## src/rtl/multicycle_control.sv

```systemverilog
// Main control FSM for the multicycle MIPS core: sequences fetch/decode/execute/
// memory/writeback from the opcode and drives every datapath control.
module multicycle_control (
  input  logic       clk,
  input  logic       reset,
  input  logic [5:0] opcode,
  input  logic       zero,
  input  logic       mem_ready,
  output logic       PCWrite,
  output logic       PCWriteCond,
  output logic       IorD,
  output logic       MemRead,
  output logic       MemWrite,
  output logic       IRWrite,
  output logic       MemtoReg,
  output logic       ALUSrcA,
  output logic       RegWrite,
  output logic       RegDst,
  output logic       pc_en,
  output logic [1:0] PCSource,
  output logic [1:0] ALUSrcB,
  output logic [1:0] OpALU,
  output logic       illegal,
  output logic [3:0] state
);

  // state | meaning
  // FETCH    | read instruction, PC+4 (waits on mem_ready)
  // DECODE   | register read, branch target precompute
  // MEMADR   | lw/sw effective address
  // MEMREAD  | data read (waits on mem_ready)
  // MEMWB    | load writeback
  // MEMWRITE | data write (waits on mem_ready)
  // EXEC     | R-type ALU operation
  // RWB      | R-type writeback
  // BRANCH   | beq compare and conditional PC update
  // ADDIEX   | addi ALU operation
  // ADDIWB   | addi writeback
  // JUMP     | jump target to PC
  typedef enum logic [3:0] {
    FETCH    = 4'd0,
    DECODE   = 4'd1,
    MEMADR   = 4'd2,
    MEMREAD  = 4'd3,
    MEMWB    = 4'd4,
    MEMWRITE = 4'd5,
    EXEC     = 4'd6,
    RWB      = 4'd7,
    BRANCH   = 4'd8,
    ADDIEX   = 4'd9,
    ADDIWB   = 4'd10,
    JUMP     = 4'd11
  } state_t;

  localparam logic [5:0] OP_R    = 6'b000000;
  localparam logic [5:0] OP_LW   = 6'b100011;
  localparam logic [5:0] OP_SW   = 6'b101011;
  localparam logic [5:0] OP_BEQ  = 6'b000100;
  localparam logic [5:0] OP_J    = 6'b000010;
  localparam logic [5:0] OP_ADDI = 6'b001000;

  state_t state_q, state_d;

  always_ff @(posedge clk) begin
    if (reset) state_q <= FETCH;
    else       state_q <= state_d;
  end

  always_comb begin
    state_d     = FETCH;
    PCWrite     = 1'b0;
    PCWriteCond = 1'b0;
    IorD        = 1'b0;
    MemRead     = 1'b0;
    MemWrite    = 1'b0;
    IRWrite     = 1'b0;
    MemtoReg    = 1'b0;
    ALUSrcA     = 1'b0;
    RegWrite    = 1'b0;
    RegDst      = 1'b0;
    PCSource    = 2'b00;
    ALUSrcB     = 2'b00;
    OpALU       = 2'b00;
    illegal     = 1'b0;
    // Reset masks every output, including the Mealy terms in FETCH.
    if (!reset) begin
      unique case (state_q)
        FETCH: begin
          MemRead = 1'b1;
          ALUSrcB = 2'b01;
          IRWrite = mem_ready;
          PCWrite = mem_ready;
          state_d = mem_ready ? DECODE : FETCH;
        end
        DECODE: begin
          ALUSrcB = 2'b11;
          unique case (opcode)
            OP_LW, OP_SW: state_d = MEMADR;
            OP_R:         state_d = EXEC;
            OP_BEQ:       state_d = BRANCH;
            OP_ADDI:      state_d = ADDIEX;
            OP_J:         state_d = JUMP;
            default: begin
              state_d = FETCH;
              illegal = 1'b1;
            end
          endcase
        end
        MEMADR: begin
          ALUSrcA = 1'b1;
          ALUSrcB = 2'b10;
          if (opcode == OP_LW)      state_d = MEMREAD;
          else if (opcode == OP_SW) state_d = MEMWRITE;
          else                      state_d = FETCH;
        end
        MEMREAD: begin
          MemRead = 1'b1;
          IorD    = 1'b1;
          state_d = mem_ready ? MEMWB : MEMREAD;
        end
        MEMWB: begin
          RegWrite = 1'b1;
          MemtoReg = 1'b1;
        end
        MEMWRITE: begin
          MemWrite = 1'b1;
          IorD     = 1'b1;
          state_d  = mem_ready ? FETCH : MEMWRITE;
        end
        EXEC: begin
          ALUSrcA = 1'b1;
          OpALU   = 2'b10;
          state_d = RWB;
        end
        RWB: begin
          RegWrite = 1'b1;
          RegDst   = 1'b1;
        end
        BRANCH: begin
          ALUSrcA     = 1'b1;
          OpALU       = 2'b01;
          PCWriteCond = 1'b1;
          PCSource    = 2'b01;
        end
        ADDIEX: begin
          ALUSrcA = 1'b1;
          ALUSrcB = 2'b10;
          state_d = ADDIWB;
        end
        ADDIWB: RegWrite = 1'b1;
        JUMP: begin
          PCWrite  = 1'b1;
          PCSource = 2'b10;
        end
        default: state_d = FETCH;
      endcase
    end
  end

  assign pc_en = PCWrite | (PCWriteCond & zero);
  assign state = reset ? 4'd0 : state_q;

endmodule

```

## config.mk

```make
export PLATFORM = sky130hd
export DESIGN_NAME = multicycle_control
export DESIGN_NICKNAME = d
export VERILOG_FILES = /design/src/rtl/multicycle_control.sv
export SDC_FILE = /design/constraint.sdc
export NUM_CORES = 1
export LEC_CHECK = 0
export CAP_MARGIN = 20
export CORE_AREA = 2 2 40 61
export DETAILED_ROUTE_END_ITERATION = 12
export DIE_AREA = 0 0 42 63
export REMOVE_ABC_BUFFERS = 1
export SLEW_MARGIN = 20
export SYNTH_ARGS = -nofsm -noshare
export SYNTH_HDL_FRONTEND = slang
export SYNTH_SLANG_ARGS = --single-unit
```

## constraint.sdc

```tcl
create_clock -name clk -period 4.85 [get_ports clk]
set_clock_uncertainty 0.15 [all_clocks]
set_input_delay 0.7275 -clock clk [delete_from_list [all_inputs] [get_ports clk]]
set_output_delay 0.7275 -clock clk [all_outputs]
set_load 0.02 [all_outputs]
```

# After elaboration in Yosys (flattened, before gate mapping)
# Index checks and enable logic that the tools add are counted.
# W data, S select, Z words.
# word_totals
output_inout_bits	22
elab_cells	65
input_bits	10
reg_bits	4
# classes
eq_ne	16
n_reduce_logical	9
muxes	37
bitwise	2
# ops
op	count
$pmux W4 S7	1
$mux W1	23
$pmux W4 S5	1
$eq A4 B3 Y1 const B	4
$eq A4 B4 Y1 const B	4
$eq A6 B6 Y1 const B	2
$mux W3	4
$eq A4 B2 Y1 const B	2
$pmux W2 S2	2
$reduce_or A2 Y1	4
$eq A6 B2 Y1 const B	1
$eq A6 B3 Y1 const B	1
$eq A6 B4 Y1 const B	1
$logic_not A6 Y1	1
$mux W2	3
$pmux W2 S3	1
$reduce_or A6 Y1	1
$eq A4 B1 Y1 const B	1
$logic_not A4 Y1	1
$mux W4	1
$reduce_or A4 Y1	1
$reduce_or A3 Y1	1
$pmux W1 S2	1
$and A1 B1 Y1	1
$or A1 B1 Y1	1

# Logic depth before layout (Yosys ltp)
# Gate-level depths: netlist of run 1.
# logic_depth
ltp_word	5
ltp_mapped	5
mapped_depth_nobuf	4

# Worst setup path after synthesis of run 1
# No wires, ideal clock.
# synth_path
path_kind	input to output
from	input port reset
to	output port illegal
setup_slack_ns	2.007
path_buffers	1
required_time_ns	3.973
t_arrival_ns	1.965
cell_stages	4
cell_sequence	or2_1 -> buf_6 -> or4_4 -> a2111oi_2
# synth_via
elab_chain_cells	1
# synth_lines
item	line	source
start: declaration	5	input logic reset,
$mux W1	86	if (!reset) begin
end: declaration	23	output logic illegal,
# No other way between the ends.

# Worst setup path after layout of run 1
# Ends and elaborated chain as after synthesis.

==> results.sh, run 1 <==
export IMPL_layout_drive_gt1_share_pct=5.128
export IMPL_ir_worst_vdd_uv=86.97
export IMPL_p_leak_uw=0.0003337
export IMPL_grt_use_total_pct=13.61
export IMPL_num_vias=763
export IMPL_r2r_end="state_q[0]"
export IMPL_worst_r2r_setup_slack_ps=3060
export IMPL_syn_to_final_growth_pct=52.37
export IMPL_routabilityCongestion=0.8161
export IMPL_switching_share_pct=30.55
export IMPL_antenna_cells=0
export IMPL_rsz0062_at_grt="false"
export IMPL_tightest_slew_ps=659.3
export IMPL_wire_per_inst_um=12.86
export IMPL_multiInputGateArea_sq_um=460.4
export IMPL_start_util_pct=28.51
export IMPL_cts_buffer_depth=2
export IMPL_htree_levels=1
export IMPL_synth_edf_count=0
export IMPL_avgSynthCellArea_sq_um=6.668
export IMPL_clkTransAtPathRegs_ps=40
export IMPL_cts_made_buffers=3
export IMPL_finalCriticalPeriod_ps=3826
export IMPL_crit_fanout=8
export IMPL_worstPathRequired_ps=3970
export IMPL_first_pass_iters=4
export IMPL_detail_route_antenna_nets=0
export IMPL_start_kind="input port"
export IMPL_reg_top3="state_q (4)"
export IMPL_ys_ff_latch=4
export IMPL_max_slew_margin_rel_pct=55.99
export IMPL_powerDensity_mw_per_mm2=128.1
export IMPL_place_worst_setup_slack_ps=1013
export IMPL_grt_ovfl_total=0
export IMPL_die_area_sq_mm=0.002646
export IMPL_grt_pass1_vias=726
export IMPL_worst_slack_ps=1024
export IMPL_fp_dieW_um=42
export IMPL_postLayoutCellArea_sq_um=924.6
export IMPL_grt_start_max_net_pins=23
export IMPL_critPathKind="in -> out"
export IMPL_reg2reg_depth=4
export IMPL_p_comb_share_pct=35.6
export IMPL_tns_ps=0
export IMPL_totalWireLength_um=1800
export IMPL_drtIter0Drc=24
export IMPL_min_from="state_q[0]"
export IMPL_yosysUniqueCellTypes=36
export IMPL_final_nets=129
export IMPL_yosysTopAreaCell="dfxtp_1"
export IMPL_endpoint_kind="output pin"
export IMPL_num_io_pins=32
export IMPL_placed_area_sq_um=902.1
export IMPL_share_seq_of_total_power_pct=30.5
export IMPL_fp_coreArea_sq_mm=0.002128
export IMPL_cap_violations=0
export IMPL_arrival_ps=2950
export IMPL_p_int_uw=82.27
export IMPL_synth_area_sq_um=606.8
export IMPL_numClockSinks=4
export IMPL_post_cts_buffers=0
export IMPL_total_power_uw=118.5
export IMPL_utilization_pct=43.45
export IMPL_syn_inst=91
export IMPL_netlist_top_cells_count="11 x nor2_1, 8 x nor3_1, 6 x a21oi_1"
export IMPL_drc=0
export IMPL_power_switching_uw=36.19
export IMPL_run_status="completed"
export IMPL_ys_async_sr_fraction_pct=0
export IMPL_yosys_area_top_type_share_pct=13.20
export IMPL_setup_violations_final=0
export IMPL_antenna_found_initial=0
export IMPL_largest_reg_flops=4
export IMPL_portBuffers=31
export IMPL_r2r_start="state_q[1]"
export IMPL_ys_flop_type="dfxtp_1"
export IMPL_vias_per_cell=5.450
export IMPL_n_fill_cell=220
export IMPL_clk_insertion_delay_late_ps=230
export IMPL_clock_power_share_pct=33.9
export IMPL_fp_row_count=21
export IMPL_fin_crit_sh_pct=78.89
export IMPL_ys_top_cells_by_area="dfxtp_1 13%, nor2_1 6.8%, nor3_1 6.6%, nor2b_1 5.2%, nor4_1 5.2%"
export IMPL_yosysMostFrequentCell="nor2_1"
export IMPL_regArea_sq_um=80.08
export IMPL_holdPathStages=3
export IMPL_fmax_mhz=261.4
export IMPL_cts_tree="built"
export IMPL_holdPathEnd="state_q[3]"
export IMPL_ys_warn_count=0
export IMPL_top_register="state_q"
export IMPL_yosysSeqAreaShare_pct=13.20
export IMPL_cts_resized=0
export IMPL_post_dp_hpwl_um=1427
export IMPL_final_hold_violation_count=0
export IMPL_clockRootBuffer="clkbuf_4"
export IMPL_ctsHoldBuffers=0
export IMPL_min_path_type="reg -> reg"
export IMPL_drv_slew=0
export IMPL_die_height_um=63
export IMPL_grt_first_pass_wirelength_um=2967
[worst max-delay path: stages]
cell	delay, ps
clkdlybuf4s50_1	520
or2_1	360
or4_4	450
a2111oi_2	230
clkdlybuf4s50_1	660
[layout by cell type, fill, tap and decap left out]
cell / count
o21a_1: 2
nor4_1: 5
o2111ai_1: 1
dfxtp_1: 4
a31oi_1: 4
o32ai_1: 1
o21ai_0: 2
inv_1: 5
inv_2: 1
and4b_1: 1
a21o_1: 2
nor2b_1: 5
and4bb_1: 1
clkbuf_4: 3
or4_1: 1
nand3b_1: 1
a2111oi_0: 1
nand2b_1: 4
nor3_1: 8
or4_4: 1
nand2_1: 3
o31a_1: 2
a2111oi_2: 1
o21bai_1: 1
xnor2_1: 2
nor2_1: 11
clkdlybuf4s50_1: 31
or2_1: 1
xor2_1: 1
nand3_1: 1
mux2i_1: 1
or3_1: 2
o211a_1: 1
a21oi_1: 6
[cell families (layout without fill, tap and decap cells)]
family | count (synthesis) | count (layout) | share of synthesized area, %
and+or+nand+nor | 45 | 45 | 41.65
muxes | 1 | 1 | 1.650
buffers and inverters | 14 | 40 | 10.93
xor gates and xnor gates | 3 | 3 | 4.331
AOI/OAI and AO/OA | 24 | 24 | 28.25
DFF | 4 | 4 | 13.20
[power by group through the flow]
| stage | sequential [uW] | combinational, uW | clock, uW |
|---|---|---|---|
| floorplan | 35.9 | 20.7 | 0 |
| global placement | 36.5 | 41.8 | 0 |
| detailed placement | 36.6 | 42.1 | 0 |
| CTS | 36.1 | 42.3 | 42.6 |
| global route | 36.2 | 45.5 | 44.3 |
| finish | 36.1 | 42.2 | 40.2 |
[per-stage QoR]
stage | hold slack, ps | std cells
after floorplan | 583.1 | 83
after global placement | 620.6 | 137
after detailed placement | 621.3 | 137
after CTS | 629.8 | 140
after global routing | 689.3 | 140
final | 635.0 | 140
[per-layer routing]
| metal | wire (um) | part of all wire [%] | up-vias | GRT usage (%) |
|---|---|---|---|---|
| met1 | 727 | 40 | 358 | 12.50 |
| li1 | - | - | 382 | - |
| met5 | 0 | 0 | - | 0 |
| met3 | 78 | 4.3 | 2 | 1.445 |
| met4 | 14 | 0.78 | 0 | 7.258 |
| met2 | 980 | 54 | 21 | 27.34 |
[how the worst max path moves through the flow]
stage           from  slack [ps]      end  depth (start not counted)
3_5_place_dp   reset        1010  illegal                          5
3_3_place_gp   reset        1050  illegal                          5
4_1_cts        reset        1010  illegal                          5
5_1_grt        reset         880  illegal                          5
6_report       reset        1020  illegal                          5
2_1_floorplan  reset        2050  illegal                          3
[final cells by class]
class / count / share of cell area (%)
clock buffers: 3 / 2.436
multi-input cells: 73 / 49.80
flip-flops and latches: 4 / 8.660
repair buffers: 31 / 33.56
well taps: 23 / 3.112
inverters: 6 / 2.436
No activity file was read; power rests on OpenSTA's default activity.
==> run 2, diff against run 1 <==
Clock period 4.85 ns to 3.5 ns, I/O delays scaled along.
==> results.sh, run 2 (synthesis results as in run 1) <==
export IMPL_run_status="completed"
export IMPL_critPathBufInv=2
export IMPL_vias_per_cell=5.315
export IMPL_layout_drive_gt1_share_pct=7.500
export IMPL_cts_tree="built"
export IMPL_clkTransAtPathRegs_ps=40
export IMPL_critPathKind="in -> out"
export IMPL_setup_violations_final=0
export IMPL_final_cell_mix="31 x clkdlybuf4s50_1, 11 x nor2_1, 8 x nor3_1, 6 x a21oi_1"
export IMPL_portBuffers=31
export IMPL_drc=0
export IMPL_ir_worst_vdd_uv=172.9
export IMPL_ctsHoldBuffers=0
export IMPL_tns_ps=0
export IMPL_cts_made_buffers=3
export IMPL_p_int_uw=115.7
export IMPL_worstPathRequired_ps=2820
export IMPL_cp_cell_sequence="clkdlybuf4s50_1, or2_1, or4_4, a2111oi_2, clkdlybuf4s50_1"
export IMPL_min_path_type="reg -> reg"
export IMPL_grt_pass1_vias=724
export IMPL_mostFrequentLayoutCell="clkdlybuf4s50_1"
export IMPL_grt_use_total_pct=14.00
export IMPL_critPathMaxStageDelay_ps=670
export IMPL_rsz0062_at_grt="false"
export IMPL_p_leak_uw=0.0003488
export IMPL_fp_coreArea_sq_mm=0.002128
export IMPL_fmax_mhz=311.3
export IMPL_antenna_found_initial=0
export IMPL_drv_slew=0
export IMPL_post_cts_buffers=0
export IMPL_reg_top3="state_q (4)"
export IMPL_first_pass_iters=4
export IMPL_crit_fanout=2
export IMPL_fp_row_count=21
export IMPL_num_io_pins=32
export IMPL_cts_buffer_depth=2
export IMPL_path_common_cell="clkdlybuf4s50_1"
export IMPL_largest_reg_flops=4
export IMPL_total_power_uw=167.7
export IMPL_power_switching_uw=52.05
export IMPL_grt_ovfl_total=0
export IMPL_finalCriticalPeriod_ps=3212
export IMPL_totalWireLength_um=1784
export IMPL_top_register="state_q"
export IMPL_grt_start_max_net_pins=22
export IMPL_routabilityCongestion=0.8139
export IMPL_cap_violations=0
export IMPL_place_worst_setup_slack_ps=287.5
export IMPL_final_nets=132
export IMPL_endpoint_kind="output pin"
export IMPL_fp_dieW_um=42
export IMPL_syn_to_final_growth_pct=56.08
export IMPL_critical_path_slowest_cell="clkdlybuf4s50_1"
export IMPL_worst_slack_ps=288.1
export IMPL_start_util_pct=28.51
export IMPL_htree_levels=1
export IMPL_p_comb_share_pct=36.2
export IMPL_powerDensity_mw_per_mm2=177.1
export IMPL_max_slew_margin_rel_pct=62.03
export IMPL_wire_per_inst_um=12.48
export IMPL_numClockSinks=4
export IMPL_final_hold_violation_count=0
export IMPL_tightest_slew_ps=568.8
export IMPL_post_dp_hpwl_um=1372
export IMPL_arrival_ps=2540
export IMPL_fin_crit_sh_pct=91.77
export IMPL_cpLargestDelayFamily="buffers and inverters"
export IMPL_clockRootBuffer="clkbuf_4"
export IMPL_cts_resized=0
export IMPL_start_kind="input port"
export IMPL_drtIter0Drc=21
export IMPL_die_height_um=63
export IMPL_die_area_sq_mm=0.002646
export IMPL_antenna_cells=0
export IMPL_clock_power_share_pct=34.2
export IMPL_switching_share_pct=31.03
export IMPL_detail_route_antenna_nets=0
export IMPL_grt_first_pass_wirelength_um=2946
export IMPL_num_vias=760
export IMPL_clk_insertion_delay_late_ps=230
export IMPL_share_seq_of_total_power_pct=29.6
-- run 2: cell count changes in the layout (fill, tap and decap cells not counted), sizes merged --
cell  before  now
buf        0    3
-- run 2: tightest hold or removal path, cell delays in order, from the launching register on --
cell     delay, ps
dfxtp_1        320
buf_4          230
o211a_1        170
-- run 2: power groups by stage --
stage | logic [uW] | clock network, uW | registers [uW]
2_1_floorplan | 28.6 | 0 | 49.7
3_3_place_gp | 60.3 | 0 | 50.3
3_5_place_dp | 60.7 | 0 | 50.3
4_1_cts | 61.0 | 61.7 | 49.6
5_1_grt | 65.5 | 60.5 | 50.2
6_report | 60.7 | 57.3 | 49.7
-- run 2: layer usage --
metal	global-route usage [%]	up-vias	part of all wire (%)
li1	-	394	-
met1	14.38	343	43
met2	25.20	21	52
met3	0.8671	2	4.1
met4	10.89	0	0.90
met5	0	-	0
-- run 2: through the flow --
| stage | instance area, sq um | cells | hold WS, ps | util (%) |
|---|---|---|---|---|
| after CTS | 947.2 | 143 | 604.6 | 44.50 |
| after global placement | 924.6 | 140 | 594.4 | 43.45 |
| after floorplan | 563.0 | 83 | 553.7 | - |
| after detailed placement | 924.6 | 140 | 595.0 | 43.45 |
| after global routing | 947.2 | 143 | 652.3 | 44.50 |
| final | 947.2 | 143 | 611.3 | 44.50 |
-- run 2: area by class of cell --
cell class                      count  area [sq um]
Clock buffer                        3         22.52
Fill cell                         219          1181
Inverter                            6         22.52
Multi-Input combinational cell     73         460.4
Sequential cell                     4         80.08
Tap cell                           23         28.78
Timing Repair Buffer               34         332.8
-- run 2: worst paths after layout --
path               from          to  slack [ps]  depth (start not counted)
max               reset     illegal         290                          5
max reg2reg  state_q[1]  state_q[0]        1690                          4
min reg2reg  state_q[3]  state_q[3]         610                          2
min          state_q[3]  state_q[3]         610                          2
==> run 3, diff against run 2 <==
Settings changed: CTS_CLUSTER_DIAMETER from default to 60, RECOVER_POWER from default to 25.
==> results.sh, run 3 (synthesis results as in run 1) <==
export IMPL_cts_made_buffers=3
export IMPL_cpLargestDelayFamily="buffers and inverters"
export IMPL_totalWireLength_um=1782
export IMPL_start_util_pct=28.51
export IMPL_syn_to_final_growth_pct=56.08
export IMPL_critPathMaxStageDelay_ps=670
export IMPL_cap_violations=0
export IMPL_fp_row_count=21
export IMPL_largest_reg_flops=4
export IMPL_powerDensity_mw_per_mm2=176.3
export IMPL_critical_path_slowest_cell="clkdlybuf4s50_1"
export IMPL_placed_area_sq_um=924.6
export IMPL_finalNonFillerCells=143
export IMPL_htree_levels=1
export IMPL_grt_first_pass_wirelength_um=2946
export IMPL_final_nets=132
export IMPL_power_switching_uw=52.05
export IMPL_switching_share_pct=31.16
export IMPL_endpoint_kind="output pin"
export IMPL_final_hold_violation_count=0
export IMPL_drv_slew=0
export IMPL_rsz0062_at_grt="false"
export IMPL_critPathKind="in -> out"
export IMPL_drc=0
export IMPL_p_leak_uw=0.0003567
export IMPL_clockRootBuffer="clkbuf_4"
export IMPL_top_register="state_q"
export IMPL_antenna_cells=0
export IMPL_detail_route_antenna_nets=0
export IMPL_first_pass_iters=4
export IMPL_ctsHoldBuffers=0
export IMPL_worst_slack_ps=207.2
export IMPL_min_path_type="reg -> reg"
export IMPL_grt_ovfl_total=0
export IMPL_numClockSinks=4
export IMPL_die_height_um=63
export IMPL_p_int_uw=115.0
export IMPL_finalCriticalPeriod_ps=3293
export IMPL_tightest_slew_ps=568.9
export IMPL_vias_per_cell=5.315
export IMPL_start_kind="input port"
export IMPL_grt_pass1_vias=724
export IMPL_antenna_found_initial=0
export IMPL_ir_worst_vdd_uv=172.9
export IMPL_fin_crit_sh_pct=94.08
export IMPL_die_area_sq_mm=0.002646
export IMPL_share_seq_of_total_power_pct=29.8
export IMPL_reg_top3="state_q (4)"
export IMPL_clock_power_share_pct=34.3
export IMPL_fmax_mhz=303.7
export IMPL_final_cell_mix="26 x clkdlybuf4s50_1, 11 x nor2_1, 8 x nor3_1, 6 x a21oi_1"
export IMPL_routabilityCongestion=0.8139
export IMPL_layout_drive_gt1_share_pct=7.500
export IMPL_postLayoutCellArea_sq_um=947.2
export IMPL_worst_r2r_setup_slack_ps=1690
export IMPL_p_comb_share_pct=35.9
export IMPL_cts_buffer_depth=2
export IMPL_num_io_pins=32
export IMPL_fp_coreArea_sq_mm=0.002128
export IMPL_place_worst_setup_slack_ps=287.5
export IMPL_max_slew_margin_rel_pct=62.02
export IMPL_mostFrequentLayoutCell="clkdlybuf4s50_1"
export IMPL_cts_resized=0
export IMPL_cp_depth=6
export IMPL_cts_tree="built"
export IMPL_cp_cell_sequence="dlygate4sd3_1, xor2_1, o21ai_0, nor2_1, a2111oi_2, clkdlybuf4s50_1"
export IMPL_grt_start_max_net_pins=22
export IMPL_drtIter0Drc=21
export IMPL_critPathBufInv=2
export IMPL_post_cts_buffers=0
export IMPL_wire_per_inst_um=12.46
export IMPL_total_power_uw=167.0
export IMPL_post_dp_hpwl_um=1372
export IMPL_num_vias=760
export IMPL_run_status="completed"
export IMPL_grt_use_total_pct=14.00
export IMPL_portBuffers=31
export IMPL_reg2reg_depth=4
export IMPL_worstPathRequired_ps=2820
export IMPL_arrival_ps=2620
export IMPL_crit_fanout=7
export IMPL_clk_insertion_delay_late_ps=230
export IMPL_clkTransAtPathRegs_ps=40
export IMPL_tns_ps=0
export IMPL_place_inst=140
export IMPL_holdPathStages=2
export IMPL_setup_violations_final=0
export IMPL_fp_dieW_um=42
## run 3: cell count changes in the layout (fill, tap and decap cells not counted), sizes merged
cell           change
clkdlybuf4s50      -5
dlygate4sd3        +5
## run 3: cell type report
type / count / area [sq um]
sequential: 4 / 80.08
timing repair buffer: 34 / 332.8
fill: 219 / 1181
multi-input combinational: 73 / 460.4
clock buffer: 3 / 22.52
inverter: 6 / 22.52
tap: 23 / 28.78
## run 3: final timing paths
| kind | start | endpoint |
|---|---|---|
| setup / recovery | opcode[3] | illegal |
| hold / removal | state_q[3] | state_q[3] |
| setup reg to reg | state_q[1] | state_q[0] |
| hold reg to reg | state_q[3] | state_q[3] |
## run 3: tightest hold or removal path: cells and delay by family, from the launching register on
family / cells / cell delay (ps)
buffers and inverters: 1 / 230
AO/OA/AOI/OAI: 1 / 170
flip-flops: 1 / 320
## run 3: through the flow
step / hold slack, ps / utilization [%]
final: 611.3 / 44.50
after global routing: 652.3 / 44.50
after CTS: 604.6 / 44.50
after detailed placement: 595.0 / 43.45
after global placement: 594.4 / 43.45
after floorplan: 553.7 / -
## run 3: layer usage
metal,global-route usage [%],wire length [um],vias up,part of all wire (%)
met2,25.20,932,21,52
met3,0.8671,74,2,4.2
met4,10.89,16,0,0.90
met1,14.38,759,343,43
li1,-,-,394,-
met5,0,0,-,0
## run 3: power by group through the flow
stage               clock network (uW)  registers (uW)  logic, uW
floorplan                            0            49.7       28.6
global placement                     0            50.3       60.3
detailed placement                   0            50.3       60.7
CTS                               61.7            49.6       61.0
global route                      60.5            50.2       64.8
finish                            57.3            49.7       60.0
